`config.mk`:
```
export PLATFORM = sky130hd
export DESIGN_NAME = fetch_unit
export DESIGN_NICKNAME = d
export VERILOG_FILES = /design/src/rtl/riscv_pkg.sv /design/src/rtl/pc_next_logic.sv /design/src/rtl/fetch_unit.sv
export SDC_FILE = /design/constraint.sdc
export NUM_CORES = 1
export LEC_CHECK = 0
export CAP_MARGIN = 25
export CORE_ASPECT_RATIO = 1.2
export CORE_MARGIN = 2
export CORE_UTILIZATION = 45
export DETAILED_ROUTE_END_ITERATION = 8
export GPL_TIMING_DRIVEN = 0
export PLACE_DENSITY = 0.81
export SLEW_MARGIN = 10
export SYNTH_ARGS = -nofsm -noshare
export SYNTH_HDL_FRONTEND = slang
export SYNTH_SLANG_ARGS = --single-unit
export TNS_END_PERCENT = 20
```
`constraint.sdc`:
```
create_clock -name clk -period 4.68 [get_ports clk]
set_input_delay 0.468 -clock clk [delete_from_list [all_inputs] [get_ports clk]]
set_output_delay 0.468 -clock clk [all_outputs]
set_load 0.02 [all_outputs]
```
`src/rtl/riscv_pkg.sv`:
```
// Shared RISC-V front-end definitions: fetch FSM encoding, reset defaults, opcodes.
package riscv_pkg;

  localparam int unsigned DEF_XLEN      = 32;
  localparam logic [31:0] DEF_RESET_PC  = 32'h0000_0000;
  localparam logic [31:0] DEF_NOP_INSTR = 32'h0000_0013;  // addi x0,x0,0

  // TRAP is only reachable when FETCH_MISALIGN_TRAP_EN is defined
  typedef enum logic [1:0] {
    FETCH = 2'd0,
    EXEC  = 2'd1,
    TRAP  = 2'd2
  } fetch_state_t;

  // Base opcodes consumed by control decode
  localparam logic [6:0] OPC_LUI    = 7'b0110111;
  localparam logic [6:0] OPC_AUIPC  = 7'b0010111;
  localparam logic [6:0] OPC_JAL    = 7'b1101111;
  localparam logic [6:0] OPC_JALR   = 7'b1100111;
  localparam logic [6:0] OPC_BRANCH = 7'b1100011;
  localparam logic [6:0] OPC_LOAD   = 7'b0000011;
  localparam logic [6:0] OPC_STORE  = 7'b0100011;
  localparam logic [6:0] OPC_OP_IMM = 7'b0010011;
  localparam logic [6:0] OPC_OP     = 7'b0110011;

  // Field extractors for decode
  function automatic logic [6:0] get_opcode(input logic [31:0] ins);
    return ins[6:0];
  endfunction

  function automatic logic [2:0] get_funct3(input logic [31:0] ins);
    return ins[14:12];
  endfunction

  function automatic logic [6:0] get_funct7(input logic [31:0] ins);
    return ins[31:25];
  endfunction

endpackage

```
`src/rtl/pc_next_logic.sv`:
```
// Next-PC selection: sequential pc+4 or branch target, with alignment handling.
// Behaviour depends on macro FETCH_MISALIGN_TRAP_EN (raw target kept for trapping).
module pc_next_logic #(
  parameter int unsigned XLEN = 32
) (
  input  logic [XLEN-1:0] pc,
  input  logic [XLEN-1:0] imm_ext,
  input  logic            pc_src,
  output logic [XLEN-1:0] pc_plus4,
  output logic [XLEN-1:0] target,
  output logic [XLEN-1:0] next_pc,
  output logic            misalign
);

  // Adders wrap modulo 2^XLEN; target alignment chosen by build option
  always_comb begin
    pc_plus4 = pc + XLEN'(4);
    target   = pc + imm_ext;
    misalign = pc_src & (target[1:0] != 2'b00);
`ifdef FETCH_MISALIGN_TRAP_EN
    next_pc  = pc_src ? target : pc_plus4;
`else
    next_pc  = pc_src ? {target[XLEN-1:2], 2'b00} : pc_plus4;
`endif
  end

endmodule

```
`src/rtl/fetch_unit.sv`:
```
// Instruction fetch stage: PC register, imem request handshake, instruction register.
// Optional misaligned-branch trap enabled by macro FETCH_MISALIGN_TRAP_EN.
module fetch_unit
  import riscv_pkg::*;
#(
  parameter int unsigned     XLEN      = DEF_XLEN,
  parameter logic [XLEN-1:0] RESET_PC  = XLEN'(DEF_RESET_PC),
  parameter logic [31:0]     NOP_INSTR = DEF_NOP_INSTR
) (
  input  logic            clk,
  input  logic            rst,
  input  logic            pc_src,
  input  logic [XLEN-1:0] imm_ext,
  input  logic            stall,
  output logic            imem_req,
  output logic [XLEN-1:0] imem_addr,
  input  logic [31:0]     imem_rdata,
  input  logic            imem_ready,
  output logic [31:0]     instr,
  output logic            instr_valid,
  output logic [XLEN-1:0] pc,
  output logic [XLEN-1:0] pc_plus4
`ifdef FETCH_MISALIGN_TRAP_EN
  ,
  output logic            misalign_trap
`endif
);

  fetch_state_t    state;
  logic [XLEN-1:0] next_pc;
  logic [XLEN-1:0] target_unused;
`ifdef FETCH_MISALIGN_TRAP_EN
  logic            misalign;
`else
  logic            misalign_unused;
`endif

  pc_next_logic #(.XLEN(XLEN)) u_pc_next (
    .pc       (pc),
    .imm_ext  (imm_ext),
    .pc_src   (pc_src),
    .pc_plus4 (pc_plus4),
    .target   (target_unused),
    .next_pc  (next_pc),
`ifdef FETCH_MISALIGN_TRAP_EN
    .misalign (misalign)
`else
    .misalign (misalign_unused)
`endif
  );

  // Request is a state decode, forced low while reset is held
  assign imem_req  = (state == FETCH) & ~rst;
  assign imem_addr = pc;

  // Fetch FSM and architectural registers
  always_ff @(posedge clk or posedge rst) begin
    if (rst) begin
      state         <= FETCH;
      pc            <= RESET_PC;
      instr         <= NOP_INSTR;
      instr_valid   <= 1'b0;
`ifdef FETCH_MISALIGN_TRAP_EN
      misalign_trap <= 1'b0;
`endif
    end else begin
      case (state)
        FETCH: begin
          if (imem_ready) begin
            instr       <= imem_rdata;
            instr_valid <= 1'b1;
            state       <= EXEC;
          end
        end
        EXEC: begin
          if (!stall) begin
            pc          <= next_pc;
            instr_valid <= 1'b0;
`ifdef FETCH_MISALIGN_TRAP_EN
            if (misalign) begin
              misalign_trap <= 1'b1;
              state         <= TRAP;
            end else begin
              state <= FETCH;
            end
`else
            state <= FETCH;
`endif
          end
        end
        default: begin
          // TRAP is absorbing; only reset leaves it
          state <= state;
        end
      endcase
    end
  end

endmodule

```
==> results.ini <==
[place]
dp_cells=951
gp_congestion=0.913
portBuffers=189
hpwlAfterDp_um=13100

[setup_path]
cp.arrival_ns=3.44
cp-end-kind=primary output
cpMostUsedCell=nand3_1
critical_path_required_ns=4.21
path_class=reg2out
crit_path_max_incr_delay_ns=0.64
critPathMaxFanout=8
cp.depth=9
path_delay_family=simple AND/OR/NAND/NOR gates
path_buf_inv=1
cp_cell_sequence=ha_1, nand3_1, nor4_4, nand2_4, nor2_4, nand3_1, nor2_1, xor2_1, clkdlybuf4s50_1
worstSetupStartpointType=flip-flop
crit_path_top_delay_cell=clkdlybuf4s50_1
worst_r2r_path_depth=9

[global_route]
use_met1_pct=28.4
grt_pass1_vias=5507
busiest_layer=met2
grt_util_met2_pct=45.7
grt_use_met3_pct=5.49
antenna_found_initial=0
globalRoute.totalOverflow=0
grtUsageTotal_pct=25.5
grt_max_degree=64
grt_pass1_wl_um=26400

[cts]
cts_resized=0
cts_tree=done
htree_levels=3
clk_latency_ns=0.33
ctsHoldBuffers=0
cts_setup_buffers=0
cts.clk_slew.worst_paths_ns=0.05
clk_path_buf_depth=2
root_buffer=clkbuf_16
clock-sinks=63
numCtsBuffers=9

[sta]
finalSetupTns_ns=0
holdWs_ns=0.510
hold_viol=0
fin_skew_ns=0.00789
setup_viol=0
relSlewSlack_pct=46.8
maxSlewViolCount=0
tightestPinTransition_ns=0.798
rsz0062_at_grt=no
min_period_ns=3.91
fin_crit_sh_pct=83.6
fmax_mhz=256

[yosys]
synth_edf_count=0
synthCells=600
synth_top_family_by_area=compound AO/OA/AOI/OAI gates
synthXorXnorAreaFrac_pct=7.68
synth_mux_area_share_pct=7.65
synth-simple-area-share_pct=18.0
async_reset_ff_share_pct=100
ys_types=73
synth_top_flop_cell=dfrtp_1
ys.warnings.count=0
yosys.area_share.adder_pct=7.00
synth_compound_gate_area_share_pct=20.0
syn-mean-instance-area_um2=8.94
syn-cell-area_um2=5360
synth-seq-cells=63
yosysSeqAreaShare_pct=29.5

[floorplan]
dieArea_um2=12800
io_pins=199
core_area_um2=11600
die_y_um=124
row_count=43
start_util_pct=46.4
die_w_um=104

[cells_and_area]
multi_input_area_um2=3260
fillers=941
fin_nets=904
fin_cells=967
drive_above_1_share_pct=16.0
diodes=0
synthToLayoutAreaGrowth_pct=44.9
regArea_um2=1580
final_cell_mix=clkdlybuf4s50_1 (189), dfrtp_1 (60), nand2_1 (48), a21oi_1 (48), o21ai_0 (42)
layout_commonest_cell=clkdlybuf4s50_1

[routing]
vias_per_cell=5.69
wl_per_cell_um=17.6
drtIter0Drc=213
totalWireLength_um=17000
drt_pass1_iterations=5
vias=5503
postRouteAntennaNets=0
drc=0

[job]
cap_violations=0

[worst_hold_path]
holdPathStages=1
hp-class=reg2reg

[status]
outcome=completed

[power_and_ir_drop]
leakagePower_nw=3.22
ir_worst_vdd_mv=0.411
power_mw=5.18
power_density_nw_per_um2=667

[layer usage]
layer  up-vias  share of wire (%)
met3        50                8.0
met1      2600                 37
li1       2571                  -
met5         -                  0
met2       282                 51
met4         0                3.9
[registers in the layout, summed over array words and instances (netlist names)]
register	flops
imem_addr	30
instr	32
instr_valid	1
[synthesized netlist by cell type (4+ instances only)]
| master | count | area share (%) |
|---|---|---|
| mux2_2 | 32 | 6.7 |
| a211oi_1 | 4 | 0.56 |
| nand4_1 | 12 | 1.4 |
| o21a_1 | 5 | 0.70 |
| clkbuf_8 | 8 | 2.1 |
| dfrtp_1 | 60 | 28 |
| o21ai_0 | 42 | 3.9 |
| nand3_1 | 26 | 2.4 |
| clkbuf_1 | 15 | 1.0 |
| o31ai_1 | 5 | 0.70 |
| xnor2_1 | 28 | 4.6 |
| nor2_1 | 37 | 2.6 |
| and4_1 | 4 | 0.65 |
| o211ai_1 | 6 | 0.84 |
| nor4_1 | 6 | 0.70 |
| buf_2 | 4 | 0.37 |
| a21o_1 | 9 | 1.3 |
| ha_1 | 30 | 7.0 |
| nor3_1 | 12 | 1.1 |
| nand2_1 | 48 | 3.4 |
| xor2_1 | 19 | 3.1 |
| buf_4 | 39 | 5.5 |
| a21oi_1 | 48 | 4.5 |
| and2_1 | 6 | 0.70 |
| and3_1 | 5 | 0.58 |
| mux2i_1 | 5 | 0.93 |
| a31oi_1 | 8 | 0.93 |
| inv_1 | 9 | 0.63 |
[where the power goes]
| group | internal, mW | switching (mW) | total (mW) |
|---|---|---|---|
| combinational | 1.65 | 1.79 | 3.45 |
| sequential | 0.733 | 0.335 | 1.07 |
| clock | 0.413 | 0.257 | 0.670 |
| total | 2.80 | 2.39 | 5.18 |
[kinds of logic after synthesis]
| group | after synthesis |
|---|---|
| multiplexers | 37 |
| AO/OA/AOI/OAI | 161 |
| flip-flops | 63 |
| AND/OR/NAND/NOR | 182 |
| adder cells (fa/ha/maj) | 30 |
| buffers and inverters | 79 |
| other | 1 |
| XOR/XNOR | 47 |
[final timing paths]
path                                   start             to  slack (ns)
worst max-delay path            imem_addr[2]   pc_plus4[26]        0.77
worst min-delay path                instr[5]       instr[5]        0.51
worst max register to register  imem_addr[3]  imem_addr[21]        1.70
worst min register to register      instr[5]       instr[5]        0.51
max in group asynchronous                rst  imem_addr[24]        3.47
min in group asynchronous                rst      instr[23]        0.67
[cell type report]
cell class	instances	area share [%]
Buffer	70	6.55
Sequential cell	63	20.3
Tap cell	157	2.53
Clock inverter	7	0.950
Multi-Input combinational cell	463	41.9
Timing Repair Buffer	189	24.3
Clock buffer	9	2.90
Inverter	9	0.467
[stage by stage]
stage	utilization [%]	worst slack, ns	area (µm²)
after floorplan	-	1.93	5380
after CTS	67.2	0.800	7770
after global routing	67.2	0.565	7770
after detailed placement	64.6	1.20	7470
after global placement	64.6	1.24	7470
final	67.2	0.767	7770
Note: power is estimated with default switching activity, not from simulation.
